$ cat config.mk
export PLATFORM = sky130hd
export DESIGN_NAME = atomicity_region_mon
export DESIGN_NICKNAME = d
export VERILOG_FILES = /design/src/rtl/atomicity_region_mon.sv
export SDC_FILE = /design/constraint.sdc
export NUM_CORES = 1
export LEC_CHECK = 0
export BUFFER_PORTS_ARGS = -buffer_cell sky130_fd_sc_hd__buf_2
export CAP_MARGIN = 0
export CORE_ASPECT_RATIO = 1.4
export CORE_MARGIN = 2
export CORE_UTILIZATION = 55
export DETAILED_ROUTE_END_ITERATION = 10
export GPL_TIMING_DRIVEN = 0
export PLACE_DENSITY = 0.88
export SYNTH_ARGS = -nofsm -noshare
export SYNTH_HDL_FRONTEND = slang
export SYNTH_SLANG_ARGS = --single-unit
$ cat constraint.sdc
create_clock -name clk -period 4.9 [get_ports clk]
set_clock_uncertainty 0.15 [all_clocks]
set_input_delay 0.245 -clock clk [delete_from_list [all_inputs] [get_ports clk]]
set_output_delay 0.245 -clock clk [all_outputs]
set_load 0.01 [all_outputs]
$ cat src/rtl/atomicity_region_mon.sv
`default_nettype none
// ============================================================================
// atomicity_region_mon : PC atomicity monitor for up to four code regions
// Rev 1.0
// ============================================================================
module atomicity_region_mon #(
  parameter int                 NREG          = 2,
  parameter logic [16*NREG-1:0] REG_BASE      = {16'hB000, 16'hA000},
  parameter logic [16*NREG-1:0] REG_LAST      = {16'hB0FE, 16'hA0FE},
  parameter logic [15:0]        RESET_HANDLER = 16'hFFFE,
  parameter int                 IRQ_CHECK     = 1
) (
  input  logic        clk,
  input  logic        rst_n,
  input  logic [15:0] pc,
  input  logic        pc_en,
  input  logic        irq,
  output logic        reset,
  output logic [2:0]  viol_cause,
  output logic [1:0]  viol_region,
  output logic [7:0]  viol_count
);

  localparam logic [2:0] S_NOT  = 3'd0;
  localparam logic [2:0] S_FST  = 3'd1;
  localparam logic [2:0] S_MID  = 3'd2;
  localparam logic [2:0] S_LST  = 3'd3;
  localparam logic [2:0] S_KILL = 3'd4;

  localparam logic [2:0] C_NONE     = 3'd0;
  localparam logic [2:0] C_ENTRY    = 3'd1;
  localparam logic [2:0] C_EXIT     = 3'd2;
  localparam logic [2:0] C_BACKJUMP = 3'd3;
  localparam logic [2:0] C_REENTRY  = 3'd4;
  localparam logic [2:0] C_IRQ      = 3'd5;

  logic [NREG-1:0] kill_w;
  logic [NREG-1:0] enter_w;
  logic [2:0]      cause_w [NREG];

  for (genvar r = 0; r < NREG; r++) begin : g_region
    localparam logic [15:0] BASE = REG_BASE[16*r +: 16];
    localparam logic [15:0] LAST = REG_LAST[16*r +: 16];

    logic [2:0] state_q;
    logic [2:0] state_d;
    logic [2:0] cause_d;
    logic       is_first_w;
    logic       is_last_w;
    logic       is_mid_w;

    assign is_first_w = (pc == BASE);
    assign is_last_w  = (pc == LAST);
    assign is_mid_w   = (pc > BASE) && (pc < LAST);

    always_comb begin
      state_d = state_q;
      cause_d = C_NONE;
      if (pc_en) begin
        case (state_q)
          S_NOT: begin
            if (is_first_w) begin
              state_d = S_FST;
            end else if (is_mid_w || is_last_w) begin
              state_d = S_KILL;
              cause_d = C_ENTRY;
            end
          end
          S_FST, S_MID, S_LST: begin
            // An interrupt inside the region overrides whatever the pc says.
            if ((IRQ_CHECK != 0) && irq) begin
              state_d = S_KILL;
              cause_d = C_IRQ;
            end else if (is_last_w) begin
              state_d = S_LST;
            end else if (is_mid_w) begin
              if (state_q == S_LST) begin
                state_d = S_KILL;
                cause_d = C_BACKJUMP;
              end else begin
                state_d = S_MID;
              end
            end else if (is_first_w) begin
              if (state_q == S_FST) begin
                state_d = S_FST;
              end else begin
                state_d = S_KILL;
                cause_d = (state_q == S_MID) ? C_REENTRY : C_BACKJUMP;
              end
            end else begin
              if (state_q == S_LST) begin
                state_d = S_NOT;
              end else begin
                state_d = S_KILL;
                cause_d = C_EXIT;
              end
            end
          end
          S_KILL: begin
            if (pc == RESET_HANDLER) begin
              state_d = S_NOT;
            end
          end
          default: begin
            state_d = S_KILL;
          end
        endcase
      end
    end

    always_ff @(posedge clk or negedge rst_n) begin
      if (!rst_n) begin
        state_q <= S_KILL;
      end else begin
        state_q <= state_d;
      end
    end

    assign kill_w[r]  = (state_q == S_KILL);
    assign enter_w[r] = (state_q != S_KILL) && (state_d == S_KILL);
    assign cause_w[r] = cause_d;
  end

  logic [2:0] first_cause_w;
  logic [1:0] first_region_w;

  // Walk downwards so the lowest-numbered entering region wins.
  always_comb begin
    first_cause_w  = C_NONE;
    first_region_w = 2'd0;
    for (int i = NREG - 1; i >= 0; i--) begin
      if (enter_w[i]) begin
        first_cause_w  = cause_w[i];
        first_region_w = 2'(i);
      end
    end
  end

  logic [2:0] cause_q;
  logic [1:0] region_q;
  logic [7:0] count_q;

  always_ff @(posedge clk or negedge rst_n) begin
    if (!rst_n) begin
      cause_q  <= C_NONE;
      region_q <= 2'd0;
      count_q  <= 8'd0;
    end else if (|enter_w) begin
      if (cause_q == C_NONE) begin
        cause_q  <= first_cause_w;
        region_q <= first_region_w;
      end
      if (count_q != 8'hFF) begin
        count_q <= count_q + 8'd1;
      end
    end
  end

  assign reset       = |kill_w;
  assign viol_cause  = cause_q;
  assign viol_region = region_q;
  assign viol_count  = count_q;

endmodule
`default_nettype wire

==> out/qor.yml <==
placement:
  placed_cells: 240
  placed_cell_area_sq_um: 1640
  hpwlAfterDp_mm: 3.02
  globalplace.congestion: 0.892
  port_buffers: 31
min_path:
  min-delay-path-class: "in2async"
setup_path:
  startpoint_type: "register"
  path_max_fanout: 10
  r2r_start: "g_region[0].state_q[0]"
  worst-setup-path-type: "reg2reg"
  worst_r2r_end: "viol_count[6]"
  required_ns: 4.93
  reg2reg_setup_slack_ns: 2.07
  endpoint_kind: "register"
  worstRegToRegCells: 9
  data_arrival_time_of_the_critical_path_ns: 2.86
global_route:
  grt_max_degree: 19
  globalRoute.totalOverflow: 0
  grt_pass1_vias: 1474
  global_route.usage.total_pct: 27.7
  first_pass_grt_wire_length_mm: 6.30
  initial_antenna_violation_count: 0
floorplanning:
  core_area_sq_um: 2440
  die-height_um: 64.5
  row_count: 21
  floorplan.initialDensity_pct: 58.9
  overall_die_area_sq_um: 3050
  die_w_um: 47.2
  design.portCount: 34
power:
  power-per-cell-area_nw_per_um2: 217
  report.power.total_mw: 0.365
  p_leak_nw: 0.696
  vdd_drop_max_uv: 257
cts:
  cts.hold.buffers_added: 1
  max-clock-path-buffers: 2
  cts_root_buffer: "sky130_fd_sc_hd__clkbuf_4"
  tritoncts: "done"
  clkLatencyLatePin_ns: 0.29
  clkSlewWorstSetupHoldPaths_ns: 0.10
  cts_repair_resize_count: 0
  number_of_h_tree_levels: 1
  post_cts_buffers: 0
  cts-buffers-inserted: 3
  clkSinkCount: 18
sta:
  worst_slew_margin_rel_pct: 65.5
  finalHoldViolations: 0
  fin_crit_ns: 2.83
  report.final.setup_viol: 0
  grt_setup_unrepaired: "no"
  worst-slew-pin-transition_ns: 0.515
  finalCritPeriodShare_pct: 57.7
  slew_viol_final: 0
  final.setup.tns_ns: 0
  achievable-frequency_mhz: 354
synth:
  postSynthNetCount: 196
  synth_simple_gate_area_share_pct: 36.9
  combinational_family_with_the_most_area_after_synthesis: "simple AND/OR/NAND/NOR gates"
  ys_seq_elements: 18
  synth_cell_area_sq_um: 1440
  post_synth.cell_area_avg_sq_um: 8.23
  ys_warn_count: 0
  async_reset_ff_share_pct: 100
  ys.flop_type: "sky130_fd_sc_hd__dfrtp_1"
  synth_sequential_area_ratio_pct: 31.5
  synth_compound_gate_area_share_pct: 21.6
  synth-xor-area-share_pct: 3.65
  synth_area_in_adders_pct: 0.869
  post_synth_inst_count: 175
  synth_edf_count: 0
  post_synth_mux_area_share_pct: 1.56
  synthDistinctLibCells: 53
route:
  dr.pass1.iters: 5
  detailroute.via_count: 1581
  drt_first_iter_violations: 55
  detail_route.wirelength_mm: 3.87
  detail_route.vias_per_cell: 6.45
  route.antenna.remaining_nets: 0
  routedWlPerCell_um: 15.8
  route.detailed.drc: 0
finish:
  num-nets-final: 233
  post_route_cells_drive_above_1_share_pct: 23.7
  instances_no_fill: 245
  layout_commonest_cell: "sky130_fd_sc_hd__buf_2"
  diodes: 0
  multiInputGateArea_sq_um: 935
  area_growth_pct: 16.9
  utilization_pct: 68.9
  register_area_sq_um: 453
  n_fill_cell: 203
  most_used_cells_in_the_layout_excluding_fill_and_tap_cells: "sky130_fd_sc_hd__buf_2 (31), sky130_fd_sc_hd__nor2_1 (20), sky130_fd_sc_hd__dfrtp_1 (16)"
  final_design_area_no_fill_sq_um: 1680
flow_run:
  max-cap-violations: 0
outcome:
  outcome: "finished, final reports clean"
power breakdown:
group / internal [mW] / switching (mW)
Clock: 0.0453 / 0.0448
Combinational: 0.0377 / 0.0469
Sequential: 0.167 / 0.0234
Total: 0.250 / 0.115
per-layer routing:
metal / track usage, % / routed length (um) / vias up
li1: - / - / 731
met1: 32.2 / 1470 / 740
met2: 47.1 / 1960 / 89
met3: 3.34 / 291 / 21
met4: 13.5 / 153 / 0
met5: 0 / 0 / -
state kept, by name, summed over array words and instances, names as in the netlist:
| name | cells |
|---|---|
| viol_cause | 3 |
| viol_count | 8 |
| g_region.state_q | 6 |
| viol_region | 1 |
worst max-delay path by stage:
stage | startpoint | to | slack [ns] | cells after the start
floorplan | pc[8] | viol_count[6] | 2.19 | 8
global placement | pc[8] | viol_count[6] | 1.91 | 9
detailed placement | pc[12] | viol_count[6] | 1.90 | 9
CTS | g_region[0].state_q[0] | viol_count[6] | 2.08 | 9
global route | g_region[0].state_q[0] | viol_count[6] | 1.91 | 9
finish | g_region[0].state_q[0] | viol_count[6] | 2.07 | 9
layout make-up:
class | count | share of cell area, %
inverter | 4 | 0.892
tap | 34 | 2.53
clock buffer | 4 | 2.15
sequential | 18 | 26.9
multi-input combinational | 144 | 55.5
buffer | 9 | 2.23
timing repair buffer | 32 | 9.81
stage by stage:
| step | worst slack [ns] | hold WS, ns |
|---|---|---|
| 5_1_grt | 1.91 | 0.289 |
| 2_1_floorplan | 2.19 | -0.201 |
| 3_5_place_dp | 1.90 | 0.0378 |
| 3_3_place_gp | 1.91 | 0.0283 |
| 6_report | 2.07 | 0.241 |
| 4_1_cts | 2.08 | 0.245 |
critical path, stage by stage, from the launching register on:
cell and delay, ns:
sky130_fd_sc_hd__dfrtp_1 0.33, sky130_fd_sc_hd__clkbuf_1 0.31, sky130_fd_sc_hd__nand3b_1 0.19, sky130_fd_sc_hd__nor3_1 0.23, sky130_fd_sc_hd__o21ai_0 0.18, sky130_fd_sc_hd__a32o_1 0.32, sky130_fd_sc_hd__nor4_4 0.42, sky130_fd_sc_hd__a21oi_1 0.10
sky130_fd_sc_hd__nor2_1 0.13, sky130_fd_sc_hd__mux2_1 0.33
cells by family after synthesis:
kind of cell	count (synthesis)
and+or+nand+nor	93
DFF	18
other	1
xor gates and xnor gates	6
adders and majority gates	1
AOI/OAI and AO/OA	41
muxes	2
buffers and inverters	13
cells in the mapped netlist, drive strengths merged, types with 2 or more instances:
master / instances / area (sq um)
a211o: 5 / 43.8
a211oi: 2 / 15.0
a21oi: 7 / 35.0
a22oi: 2 / 28.8
a31o: 2 / 17.5
a31oi: 4 / 40.0
and3: 2 / 12.5
clkbuf: 8 / 30.0
dfrtp: 16 / 400
dfstp: 2 / 52.6
inv: 4 / 15.0
mux2: 2 / 22.5
nand2: 14 / 52.6
nand2b: 6 / 37.5
nand3: 7 / 35.0
nand3b: 2 / 15.0
nand4: 5 / 31.3
nor2: 20 / 75.1
nor3: 13 / 75.1
nor4: 4 / 40.0
nor4b: 2 / 17.5
o211ai: 3 / 22.5
o21ai: 7 / 35.0
or2: 5 / 31.3
or4: 6 / 48.8
or4b: 2 / 20.0
xor2: 5 / 43.8
Note: power is estimated with default switching activity, not from simulation.
